`config.mk`:
```
export PLATFORM = sky130hd
export DESIGN_NAME = pio_ep_reg_bank
export DESIGN_NICKNAME = d
export VERILOG_FILES = /design/src/rtl/pio_ep_pkg.sv /design/src/rtl/pio_wr_fifo.sv /design/src/rtl/pio_ep_reg_bank.sv
export SDC_FILE = /design/constraint.sdc
export NUM_CORES = 1
export LEC_CHECK = 0
export BUFFER_PORTS_ARGS = -buffer_cell sky130_fd_sc_hd__buf_2
export CAP_MARGIN = 20
export CELL_PAD_IN_SITES_DETAIL_PLACEMENT = 0
export CELL_PAD_IN_SITES_GLOBAL_PLACEMENT = 1
export CORE_ASPECT_RATIO = 1.2
export CORE_MARGIN = 2
export CORE_UTILIZATION = 52
export CTS_BUF_LIST = sky130_fd_sc_hd__clkbuf_4 sky130_fd_sc_hd__clkbuf_8 sky130_fd_sc_hd__clkbuf_16
export DETAILED_ROUTE_END_ITERATION = 8
export GPL_TIMING_DRIVEN = 0
export PLACE_DENSITY = 0.89
export SLEW_MARGIN = 30
export SYNTH_ARGS = -nofsm -noshare
export SYNTH_HDL_FRONTEND = slang
export SYNTH_HIERARCHICAL = 1
export SYNTH_SLANG_ARGS = --single-unit
```
`constraint.sdc`:
```
create_clock -name clk -period 4.9 [get_ports clk]
set_clock_uncertainty 0.15 [all_clocks]
set_input_delay 0.735 -clock clk [delete_from_list [all_inputs] [get_ports clk]]
set_output_delay 0.735 -clock clk [all_outputs]
set_load 0.005 [all_outputs]
```
`src/rtl/pio_ep_pkg.sv`:
```
// Shared register map, STATUS field positions and byte-lane helpers for the PIO endpoint register bank.
package pio_ep_pkg;

    localparam logic [1:0] BAR0_SEL     = 2'b01;

    localparam logic [5:0] OFF_ID       = 6'h00;
    localparam logic [5:0] OFF_GPIO     = 6'h01;
    localparam logic [5:0] OFF_DIPSW    = 6'h02;
    localparam logic [5:0] OFF_STATUS   = 6'h03;
    localparam logic [5:0] OFF_TIMER_LO = 6'h04;
    localparam logic [5:0] OFF_TIMER_HI = 6'h05;
    localparam logic [5:0] OFF_SCRATCH  = 6'h08;

    localparam int STAT_LVL_LSB = 0;
    localparam int STAT_LVL_W   = 8;
    localparam int STAT_OVF_BIT = 31;

    typedef struct packed {
        logic [13:0] addr;
        logic [3:0]  be;
        logic [31:0] data;
    } wr_entry_t;

    // Host byte k travels on bus bits [31-8k:24-8k]; this swaps between bus and register order.
    function automatic logic [31:0] bswap32(input logic [31:0] v);
        return {v[7:0], v[15:8], v[23:16], v[31:24]};
    endfunction

    function automatic logic [31:0] merge_be(input logic [31:0] old_v,
                                             input logic [31:0] new_v,
                                             input logic [3:0]  be);
        logic [31:0] r;
        r = old_v;
        for (int k = 0; k < 4; k++) begin
            if (be[k]) r[8*k +: 8] = new_v[8*k +: 8];
        end
        return r;
    endfunction

endpackage

```
`src/rtl/pio_wr_fifo.sv`:
```
// Write-posting FIFO: 2**AW entries, show-ahead head, extra pointer bit separates full from empty.
module pio_wr_fifo #(
    parameter int AW = 2,
    parameter int DW = 50
) (
    input  logic          i_clk,
    input  logic          i_rst_n,
    input  logic          i_push,
    input  logic [DW-1:0] i_din,
    input  logic          i_pop,
    output logic [DW-1:0] o_dout,
    output logic          o_full,
    output logic          o_empty,
    output logic [AW:0]   o_level
);
    import pio_ep_pkg::*;

    localparam int          DEPTH   = 2**AW;
    localparam logic [AW:0] PTR_ONE = 1;

    logic [DW-1:0] r_mem [DEPTH];
    logic [AW:0]   r_wr_ptr;
    logic [AW:0]   r_rd_ptr;
    logic          w_push_ok;
    logic          w_pop_ok;

    assign w_push_ok = i_push & ~o_full;
    assign w_pop_ok  = i_pop & ~o_empty;

    // Storage is not reset; reset only clears the pointers, which discards every entry.
    always_ff @(posedge i_clk) begin
        if (w_push_ok) r_mem[r_wr_ptr[AW-1:0]] <= i_din;
    end

    always_ff @(posedge i_clk or negedge i_rst_n) begin
        if (!i_rst_n) begin
            r_wr_ptr <= '0;
            r_rd_ptr <= '0;
        end else begin
            if (w_push_ok) r_wr_ptr <= r_wr_ptr + PTR_ONE;
            if (w_pop_ok)  r_rd_ptr <= r_rd_ptr + PTR_ONE;
        end
    end

    assign o_dout  = r_mem[r_rd_ptr[AW-1:0]];
    assign o_empty = (r_wr_ptr == r_rd_ptr);
    assign o_full  = (r_wr_ptr[AW] != r_rd_ptr[AW]) && (r_wr_ptr[AW-1:0] == r_rd_ptr[AW-1:0]);
    assign o_level = r_wr_ptr - r_rd_ptr;

endmodule

```
`src/rtl/pio_ep_reg_bank.sv`:
```
// PIO endpoint register bank: posted writes through a FIFO, registered reads, debounced DIP switches.
// Optional 64-bit free-running timer with hi-word snapshot is built only when PIO_EP_TIMER_EN is defined.
module pio_ep_reg_bank #(
    parameter int          TCQ         = 1,
    parameter logic [31:0] ID_RESET    = 32'h01234567,
    parameter int          GPIO_W      = 8,
    parameter int          DIPSW_W     = 4,
    parameter int          NUM_SCRATCH = 4,
    parameter int          WR_FIFO_AW  = 2,
    parameter int          DEB_CYCLES  = 16
) (
    input  logic               clk,
    input  logic               sys_rst_n,
    input  logic [13:0]        rd_addr,
    input  logic [3:0]         rd_be,
    output logic [31:0]        rd_data,
    input  logic [13:0]        wr_addr,
    input  logic [7:0]         wr_be,
    input  logic [31:0]        wr_data,
    input  logic               wr_en,
    output logic               wr_busy,
    input  logic [DIPSW_W-1:0] dipsw,
    output logic [GPIO_W-1:0]  gpio_out
);
    import pio_ep_pkg::*;

    // TCQ is retained for drop-in compatibility; this description models no clock-to-q delay.
    localparam bit             TCQ_OK   = (TCQ >= 0);
    localparam int             DEB_CW   = $clog2(DEB_CYCLES + 1);
    localparam logic [DEB_CW-1:0] DEB_LOAD = DEB_CW'(DEB_CYCLES);
    localparam logic [DEB_CW-1:0] DEB_ONE  = DEB_CW'(1);

    wr_entry_t           w_wr_entry;
    wr_entry_t           w_head;
    logic                w_push;
    logic                w_pop;
    logic                w_full;
    logic                w_empty;
    logic                w_ovf_set;
    logic [WR_FIFO_AW:0] w_level;

    logic                w_c_bar0;
    logic [5:0]          w_c_off;
    logic [3:0]          w_c_be;
    logic [31:0]         w_c_data;
    logic                w_commit;
    logic [31:0]         w_gpio_ext;
    logic [31:0]         w_gpio_new;
    logic [31:0]         w_dip_ext;
    logic [31:0]         w_status;

    logic                w_rd_bar0;
    logic [5:0]          w_rd_off;
    logic [31:0]         w_rd_reg;

    logic [31:0]         r_id;
    logic [GPIO_W-1:0]   r_gpio;
    logic [31:0]         r_scratch [NUM_SCRATCH];
    logic                r_ovf;
    logic [31:0]         r_rd_data;

    logic [DIPSW_W-1:0]  r_dip_s1;
    logic [DIPSW_W-1:0]  r_dip_s2;
    logic [DIPSW_W-1:0]  r_dip_last;
    logic [DIPSW_W-1:0]  r_dipsw;
    logic [DEB_CW-1:0]   r_deb_cnt;

    logic                w_unused;

    assign w_wr_entry = '{addr: wr_addr, be: wr_be[3:0], data: wr_data};
    assign w_push     = wr_en & ~w_full;
    assign w_ovf_set  = wr_en & w_full;
    assign w_pop      = ~w_empty;
    assign wr_busy    = w_full;

    pio_wr_fifo #(
        .AW (WR_FIFO_AW),
        .DW ($bits(wr_entry_t))
    ) u_wr_fifo (
        .i_clk   (clk),
        .i_rst_n (sys_rst_n),
        .i_push  (w_push),
        .i_din   (w_wr_entry),
        .i_pop   (w_pop),
        .o_dout  (w_head),
        .o_full  (w_full),
        .o_empty (w_empty),
        .o_level (w_level)
    );

    assign w_c_bar0 = (w_head.addr[13:12] == BAR0_SEL);
    assign w_c_off  = w_head.addr[5:0];
    assign w_c_be   = w_head.be;
    assign w_c_data = bswap32(w_head.data);
    assign w_commit = w_pop & w_c_bar0;

    always_comb begin
        w_gpio_ext = '0;
        w_gpio_ext[GPIO_W-1:0] = r_gpio;
        w_gpio_new = merge_be(w_gpio_ext, w_c_data, w_c_be);
        w_dip_ext  = '0;
        w_dip_ext[DIPSW_W-1:0] = r_dipsw;
        w_status   = '0;
        w_status[STAT_LVL_LSB +: STAT_LVL_W] = STAT_LVL_W'(w_level);
        w_status[STAT_OVF_BIT] = r_ovf;
    end

    // Commit path: one FIFO entry per cycle; a fresh overflow beats a same-cycle W1C.
    always_ff @(posedge clk or negedge sys_rst_n) begin
        if (!sys_rst_n) begin
            r_id   <= ID_RESET;
            r_gpio <= '0;
            r_ovf  <= 1'b0;
            for (int i = 0; i < NUM_SCRATCH; i++) r_scratch[i] <= '0;
        end else begin
            if (w_ovf_set) begin
                r_ovf <= 1'b1;
            end else if (w_commit && w_c_off == OFF_STATUS &&
                         w_c_be[STAT_OVF_BIT/8] && w_c_data[STAT_OVF_BIT]) begin
                r_ovf <= 1'b0;
            end
            if (w_commit) begin
                case (w_c_off)
                    OFF_ID:   r_id   <= merge_be(r_id, w_c_data, w_c_be);
                    OFF_GPIO: r_gpio <= w_gpio_new[GPIO_W-1:0];
                    default: begin
                        for (int i = 0; i < NUM_SCRATCH; i++) begin
                            if (w_c_off == OFF_SCRATCH + 6'(i))
                                r_scratch[i] <= merge_be(r_scratch[i], w_c_data, w_c_be);
                        end
                    end
                endcase
            end
        end
    end

    // Debounce: any change of the synchronized value reloads the down-counter.
    always_ff @(posedge clk or negedge sys_rst_n) begin
        if (!sys_rst_n) begin
            r_dip_s1   <= '0;
            r_dip_s2   <= '0;
            r_dip_last <= '0;
            r_deb_cnt  <= '0;
            r_dipsw    <= '0;
        end else begin
            r_dip_s1 <= dipsw;
            r_dip_s2 <= r_dip_s1;
            if (r_dip_s2 != r_dip_last) begin
                r_dip_last <= r_dip_s2;
                r_deb_cnt  <= DEB_LOAD;
            end else if (r_deb_cnt != '0) begin
                r_deb_cnt <= r_deb_cnt - DEB_ONE;
                if (r_deb_cnt == DEB_ONE) r_dipsw <= r_dip_last;
            end
        end
    end

    assign w_rd_bar0 = (rd_addr[13:12] == BAR0_SEL);
    assign w_rd_off  = rd_addr[5:0];

`ifdef PIO_EP_TIMER_EN
    logic [63:0] r_timer;
    logic [31:0] r_tsnap;

    always_ff @(posedge clk or negedge sys_rst_n) begin
        if (!sys_rst_n) begin
            r_timer <= '0;
            r_tsnap <= '0;
        end else begin
            r_timer <= r_timer + 64'd1;
            if (w_rd_bar0 && w_rd_off == OFF_TIMER_LO) r_tsnap <= r_timer[63:32];
        end
    end
`endif

    always_comb begin
        w_rd_reg = '0;
        if (w_rd_bar0) begin
            case (w_rd_off)
                OFF_ID:       w_rd_reg = r_id;
                OFF_GPIO:     w_rd_reg = w_gpio_ext;
                OFF_DIPSW:    w_rd_reg = w_dip_ext;
                OFF_STATUS:   w_rd_reg = w_status;
`ifdef PIO_EP_TIMER_EN
                OFF_TIMER_LO: w_rd_reg = r_timer[31:0];
                OFF_TIMER_HI: w_rd_reg = r_tsnap;
`else
                OFF_TIMER_LO, OFF_TIMER_HI: w_rd_reg = '0;
`endif
                default: begin
                    for (int i = 0; i < NUM_SCRATCH; i++) begin
                        if (w_rd_off == OFF_SCRATCH + 6'(i)) w_rd_reg = r_scratch[i];
                    end
                end
            endcase
        end
    end

    always_ff @(posedge clk or negedge sys_rst_n) begin
        if (!sys_rst_n) r_rd_data <= '0;
        else            r_rd_data <= bswap32(w_rd_reg);
    end

    assign rd_data  = r_rd_data;
    assign gpio_out = r_gpio;

    assign w_unused = ^{rd_be, wr_be[7:4], rd_addr[11:6], w_head.addr[11:6], TCQ_OK};

endmodule

```
==> results.md, run 1 <==
* Outcome: finished clean
* Top Usage Layer GRT: met2
* Syn Std Cell Area at approximately 16000 um2
* Period utilization at 76.32%
* Share of layout cells above drive strength 1 at a little under half
* Global route overflow at 0
* Die width at between 150 and 200 um
* Hold_buf cts at 1
* Hold Path Class: in -> reg
* Max Slew Vio Count at 0
* Syn. warnings at 6
* Slew @ Worst Pin at about 0.9 ns
* Final worst path period need at 3.740 ns
* DR vias/cell at 5.709
* RePlAce Congestion at 0.7208
* Commonest non-fill, non-tap cell in the layout: dfrtp_1
* GR Util All Layers at 20.48%
* Pre-CTS setup slack at 1.077 ns
* CTS buffer count at 37
* Worst-path clk slew at 0.06 ns
* CTS resizes at 0
* R2R Path Start: u_wr_fifo/r_rd_ptr[1]
* Power Internal at 6.773 mW
* Worst-Skew Late Latency at 0.53 ns
* Post-route ant nets at 0
* Met1 Resource Use GR at 26.48%
* I/O pin total at 120
* Fmax at ~0.27 GHz
* Clock power share at 30.4%
* Crit-path cells: buf_2 > clkbuf_1 > inv_1 > ha_1 > nand2_1 > nor2_1 > or2_1 > buf_2 > nor3_1 > nand2_1 > mux2_1
* Drt wl/cell at 22.14 um
* Met2 usage at 34.98%
* Antenna violations before repair at 6
* CTS tree: built
* First-pass GRT wire length at 49900 um
* DRC at 0
* Sequential share of power at ~46%
* Largest net degree at the start of global routing at 90
* Via count at 8176
* RSZ-0062 raised after global routing: no
* Reg2reg end: r_scratch[64]
* Worst stage delay on the critical path at 0.69 ns
* Most frequent cells in the layout: dfrtp_1 (216), edfxtp_1 (176), mux2_2 (163), buf_2 (106), mux4_2 (79)
* Die height at 197.0 um
* Starting Density at 52.94%
* Vias in the first global route at approximately 8800
* Core Footprint at 30480 um2
* H-tree depth at 2
* Worst Path Required at 5.14 ns
* Logic pwr share at 23.9%
* Worst setup path endpoint: r_scratch[64]
* Max_cap viols at 0
* Post-Route WL at 31700 um
* Final hold violations at 0
* Max VDD drop at 276.3 uV
* Root Buffer: clkbuf_16
* Worst setup EP type: flop
* LEAKAGE at 7.931 nW
* Sw Ratio at 28.16%
* Critical path arrival at 3.98 ns
* Synth Instances at 862
* Power per cell area at ~510 nW/um2
* Syn-to-layout area delta at 14.90%
* Final HPWL DP at 21160 um
* Crit path launch type: flop
* Initial DRC Count at between 500 and 600
* Worst Reg-to-Reg Cells at 11
* Worst path slowest cell: nor3_1
* Endpoints failing setup at 0
* Setup ws final at roughly 1.2 ns
* Reg-to-reg setup timing slack at 1.16 ns
* Crit. Startpoint: u_wr_fifo/r_rd_ptr[1]
* Length of the first detailed-routing pass in iterations at 4
* Critical Path Fanout Max at 8
* Hold Slack at 0.1714 ns
* Postcts setup bufs at 0
* Slew headroom at about 40%
* FP Rows at 70
* Syn Nets at 951
* Avg Inst Size Synth at 18.72 um2
* Nets at 1093
* IO Port Bufs at 96
* Critical path class: reg -> reg
* Die area at 32460 um2
* Sw power at 2.655 mW
* Clk sinks at slightly above 400
* Deepest clock path buffer count at 3
* GR Util met3 at under 10%
[power by group through the flow]
stage	registers [mW]	clock network [mW]	logic, mW
after floorplan	4.33	0	1.57
after global placement	4.37	0	2.13
after detailed placement	4.37	0	2.27
after CTS	4.31	2.92	2.28
after global routing	4.36	3.06	2.45
final	4.32	2.86	2.25
[flip-flops by register name, summed over array words and instances (netlist names)]
signal              count
u_wr_fifo/r_mem       176
r_dip_s1                4
r_dipsw                 4
rd_data                32
gpio_out                8
r_scratch             128
r_dip_last              4
u_wr_fifo/r_rd_ptr      3
r_deb_cnt               5
r_id                   32
r_dip_s2                4
r_ovf                   1
u_wr_fifo/r_wr_ptr      3
[routing by layer]
| layer | share of wire [%] | up-vias | wire [um] |
|---|---|---|---|
| met2 | 52 | 176 | 16550 |
| met4 | 2.6 | 6 | 813 |
| met3 | 4.6 | 58 | 1471 |
| met5 | 0.13 | - | 41 |
| li1 | - | 3621 | - |
| met1 | 40 | 4315 | 12830 |
[worst max-delay path: cells and delay by family, from the launching register on]
family,cells,cell delay (ns)
adders and majority gates,1,0.32
buffers and inverters,4,0.68
DFF,1,0.34
muxes,1,0.45
and+or+nand+nor,5,1.67
[layout make-up]
cell class	count	area [um2]
antenna	3	7.507
buffer	37	171.4
clock buffer	63	1206
clock inverter	5	32.53
fill	2176	11940
inverter	10	37.54
multi-input combinational	411	4946
sequential	404	11010
tap	396	495.5
timing repair buffer	103	635.6
[through the flow]
stage	power, mW	area (um2)	setup TNS [ns]	utilization (%)	cells
after floorplan	5.898	16130	0	-	862
after detailed placement	6.643	17280	0	56.68	1360
after global placement	6.497	17110	-195.79	56.14	1354
after CTS	9.512	18520	0	60.78	1429
after global routing	9.861	18540	0	60.81	1431
final	9.429	18540	0	60.82	1432
[how the worst min path moves through the flow]
| stage | endpoint | cells after the start | slack (ns) | start |
|---|---|---|---|---|
| detailed placement | r_dip_s2[0] | 0 | 0.20 | r_dip_s1[0] |
| floorplan | r_dip_s2[0] | 0 | 0.18 | r_dip_s1[0] |
| CTS | r_dip_s1[1] | 1 | 0.16 | dipsw[1] |
| global placement | r_dip_s2[3] | 0 | 0.18 | r_dip_s1[3] |
| finish | r_dip_s1[1] | 1 | 0.17 | dipsw[1] |
| global route | r_dip_s1[3] | 1 | 0.16 | dipsw[3] |
Power figures use the tool's default switching activity.
==> run 2: changes to the inputs <==
- ABC_AREA: not set -> 1
- CORE_UTILIZATION: 52 -> 44
- PLACE_DENSITY: 0.89 -> 0.86
- clock period: 4.9 -> 3 ns (I/O delays scaled with it)
==> results.md, run 2 <==
* R2R Path Start: u_wr_fifo/r_rd_ptr[0]
* Final HPWL DP at 29310 um
* Final Non-Filler Cells at 2334
* GR Util All Layers at 21.37%
* Most frequent cells in the layout: nand2_1 (364), dfrtp_1 (215), edfxtp_1 (176), o21ai_0 (143)
* Slew headroom at 59.02%
* Worst-path clk slew at roughly 0.060 ns
* Crit. Startpoint: u_wr_fifo/r_rd_ptr[0]
* Starting Density at 44.79%
* Worst stage delay on the critical path at 0.45 ns
* Avg Inst Size Synth at 10.58 um2
* # fillers at 3276
* Core Footprint at roughly 38000 um2
* Pre-CTS setup slack at -0.4231 ns
* Crit-path cells: inv_2 > buf_6 > buf_4 > nor2_1 > o22ai_1 > inv_1 > nand3_2 > nand2_1 > inv_1 > nand2_2 > buf_2 > o21ai_0
* IO Port Bufs at 99
* Area taken by multi-input logic gates at between 5000 and 6000 um2
* Syn-to-layout area delta at 20.48%
* First-pass GRT wire length at between 60000 and 70000 um
* Final Power at 17.60 mW
* Deepest clock path buffer count at 3
* CTS tree: built
* Via count at 12310
* Post-route ant nets at 0
* Die height at 219.4 um
* Syn Std Cell Area at ~17000 um2
* Max VDD drop at between 500 and 600 uV
* Vias in the first global route at 12370
* Syn. warnings at 6
* Outcome: finished clean
* Critical path arrival at 3.14 ns
* Fmax at 0.3518 GHz
* Initial DRC Count at 770
* Final worst path period need at 2.843 ns
* Die area at around 40000 um2
* Worst path slowest cell: dfrtp_1
* Setup ws final at around 0.16 ns
* Antenna violations before repair at 0
* Clk sinks at 404
* Post-Route WL at 42300 um
* Dpl cells at between 2000 and 2500
* CTS buffer count at 41
* Length of the first detailed-routing pass in iterations at 5
* Power per cell area at 858.8 nW/um2
* Hold Path Depth at 2
* Share of layout cells above drive strength 1 at 20.39%
* Period utilization at 94.76%
* Synth Instances at 1607
* Max_cap viols at 0
* Syn Nets at 1696
* Critical Path Fanout Max at 10
* Worst setup EP type: flop
* FP Rows at 78
* Sequential Area at between 10000 and 15000 um2
* Endpoints failing setup at 0
* Critical path class: reg -> reg
* Nets at between 1500 and 2000
* Die width at approximately 180 um
* LEAKAGE at 8.930 nW
* Commonest non-fill, non-tap cell in the layout: nand2_1
* Final hold violations at 0
* Worst Reg-to-Reg Cells at 12
* Hold Path Class: in -> reg
* Max Slew Vio Count at 0
* Root Buffer: clkbuf_16
* Largest net degree at the start of global routing at 85
* Crit path launch type: flop
* DR vias/cell at 5.273
* I/O pin total at between 100 and 150
* H-tree depth at 2
* Max FFs per register at ~180
* HP Start: wr_en
* Most frequent CP cell: inv_1
* DRC at 0
* Drt wl/cell at 18.12 um
* N_diodes at 0
* RePlAce Congestion at 0.8254
* Slew @ Worst Pin at 0.6148 ns
* Worst-Skew Late Latency at 0.55 ns
* Final core occ at between 50% and 60%
* Worst Path Required at 3.30 ns
* Fin Setup TNS at 0 ns
* Global route overflow at 0
run 2: what timing repair did:
action / in CTS / in global routing
hold buffers: 49 / 0
pin swaps: 7 / 1
endpoints found under the setup margin: 223 / 152
endpoints found under the hold margin: 242 / 0
setup buffers: 10 / 4
gates resized for setup: 3 / 5
run 2: cell type report:
class | count | share of cell area, %
well taps | 480 | 2.931
clock inverters | 13 | 0.5740
flip-flops and latches | 404 | 53.72
plain buffers | 85 | 2.919
inverters | 86 | 1.600
multi-input cells | 1032 | 25.04
clock buffers | 62 | 6.131
repair buffers | 172 | 7.084
run 2: stage by stage:
stage                     area, um2  hold WS (ns)
after floorplan               17020      0.004409
after global placement        18110        0.1907
after detailed placement      18400        0.1864
after CTS                     20430       0.02556
after global routing          20490       0.03370
final                         20490       0.05432
run 2: worst max-delay path: cells and delay by family (launching register included):
kind / cells / cell delay [ns]
buffers and inverters: 6 / 1.12
AOI/OAI and AO/OA: 2 / 0.55
and+or+nand+nor: 4 / 0.48
DFF: 1 / 0.45
run 2: power breakdown:
part           switching, mW  leakage [nW]  internal (mW)  total [mW]
clock network           2.05         0.688           3.07        5.11
logic                   3.63          3.57           1.65        5.28
registers              0.379          4.68           6.83        7.21
total                   6.06          8.93           11.5        17.6
run 2: final timing paths:
kind / end / slack (ns)
worst max-delay path: r_scratch[101] / 0.16
worst min-delay path: r_ovf / 0.05
worst max register to register: r_scratch[101] / 0.16
worst min register to register: r_dip_s2[3] / 0.20
max in group asynchronous: r_id[5] / 1.55
min in group asynchronous: rd_data[21] / 0.31
run 2: layer usage:
layer | routed length [um] | vias up | GRT usage, %
met3 | 2143 | 79 | 3.087
met5 | 0 | - | 0
met2 | 20900 | 329 | 36.68
met4 | 1328 | 0 | 8.027
li1 | - | 5881 | -
met1 | 17930 | 6018 | 27.52
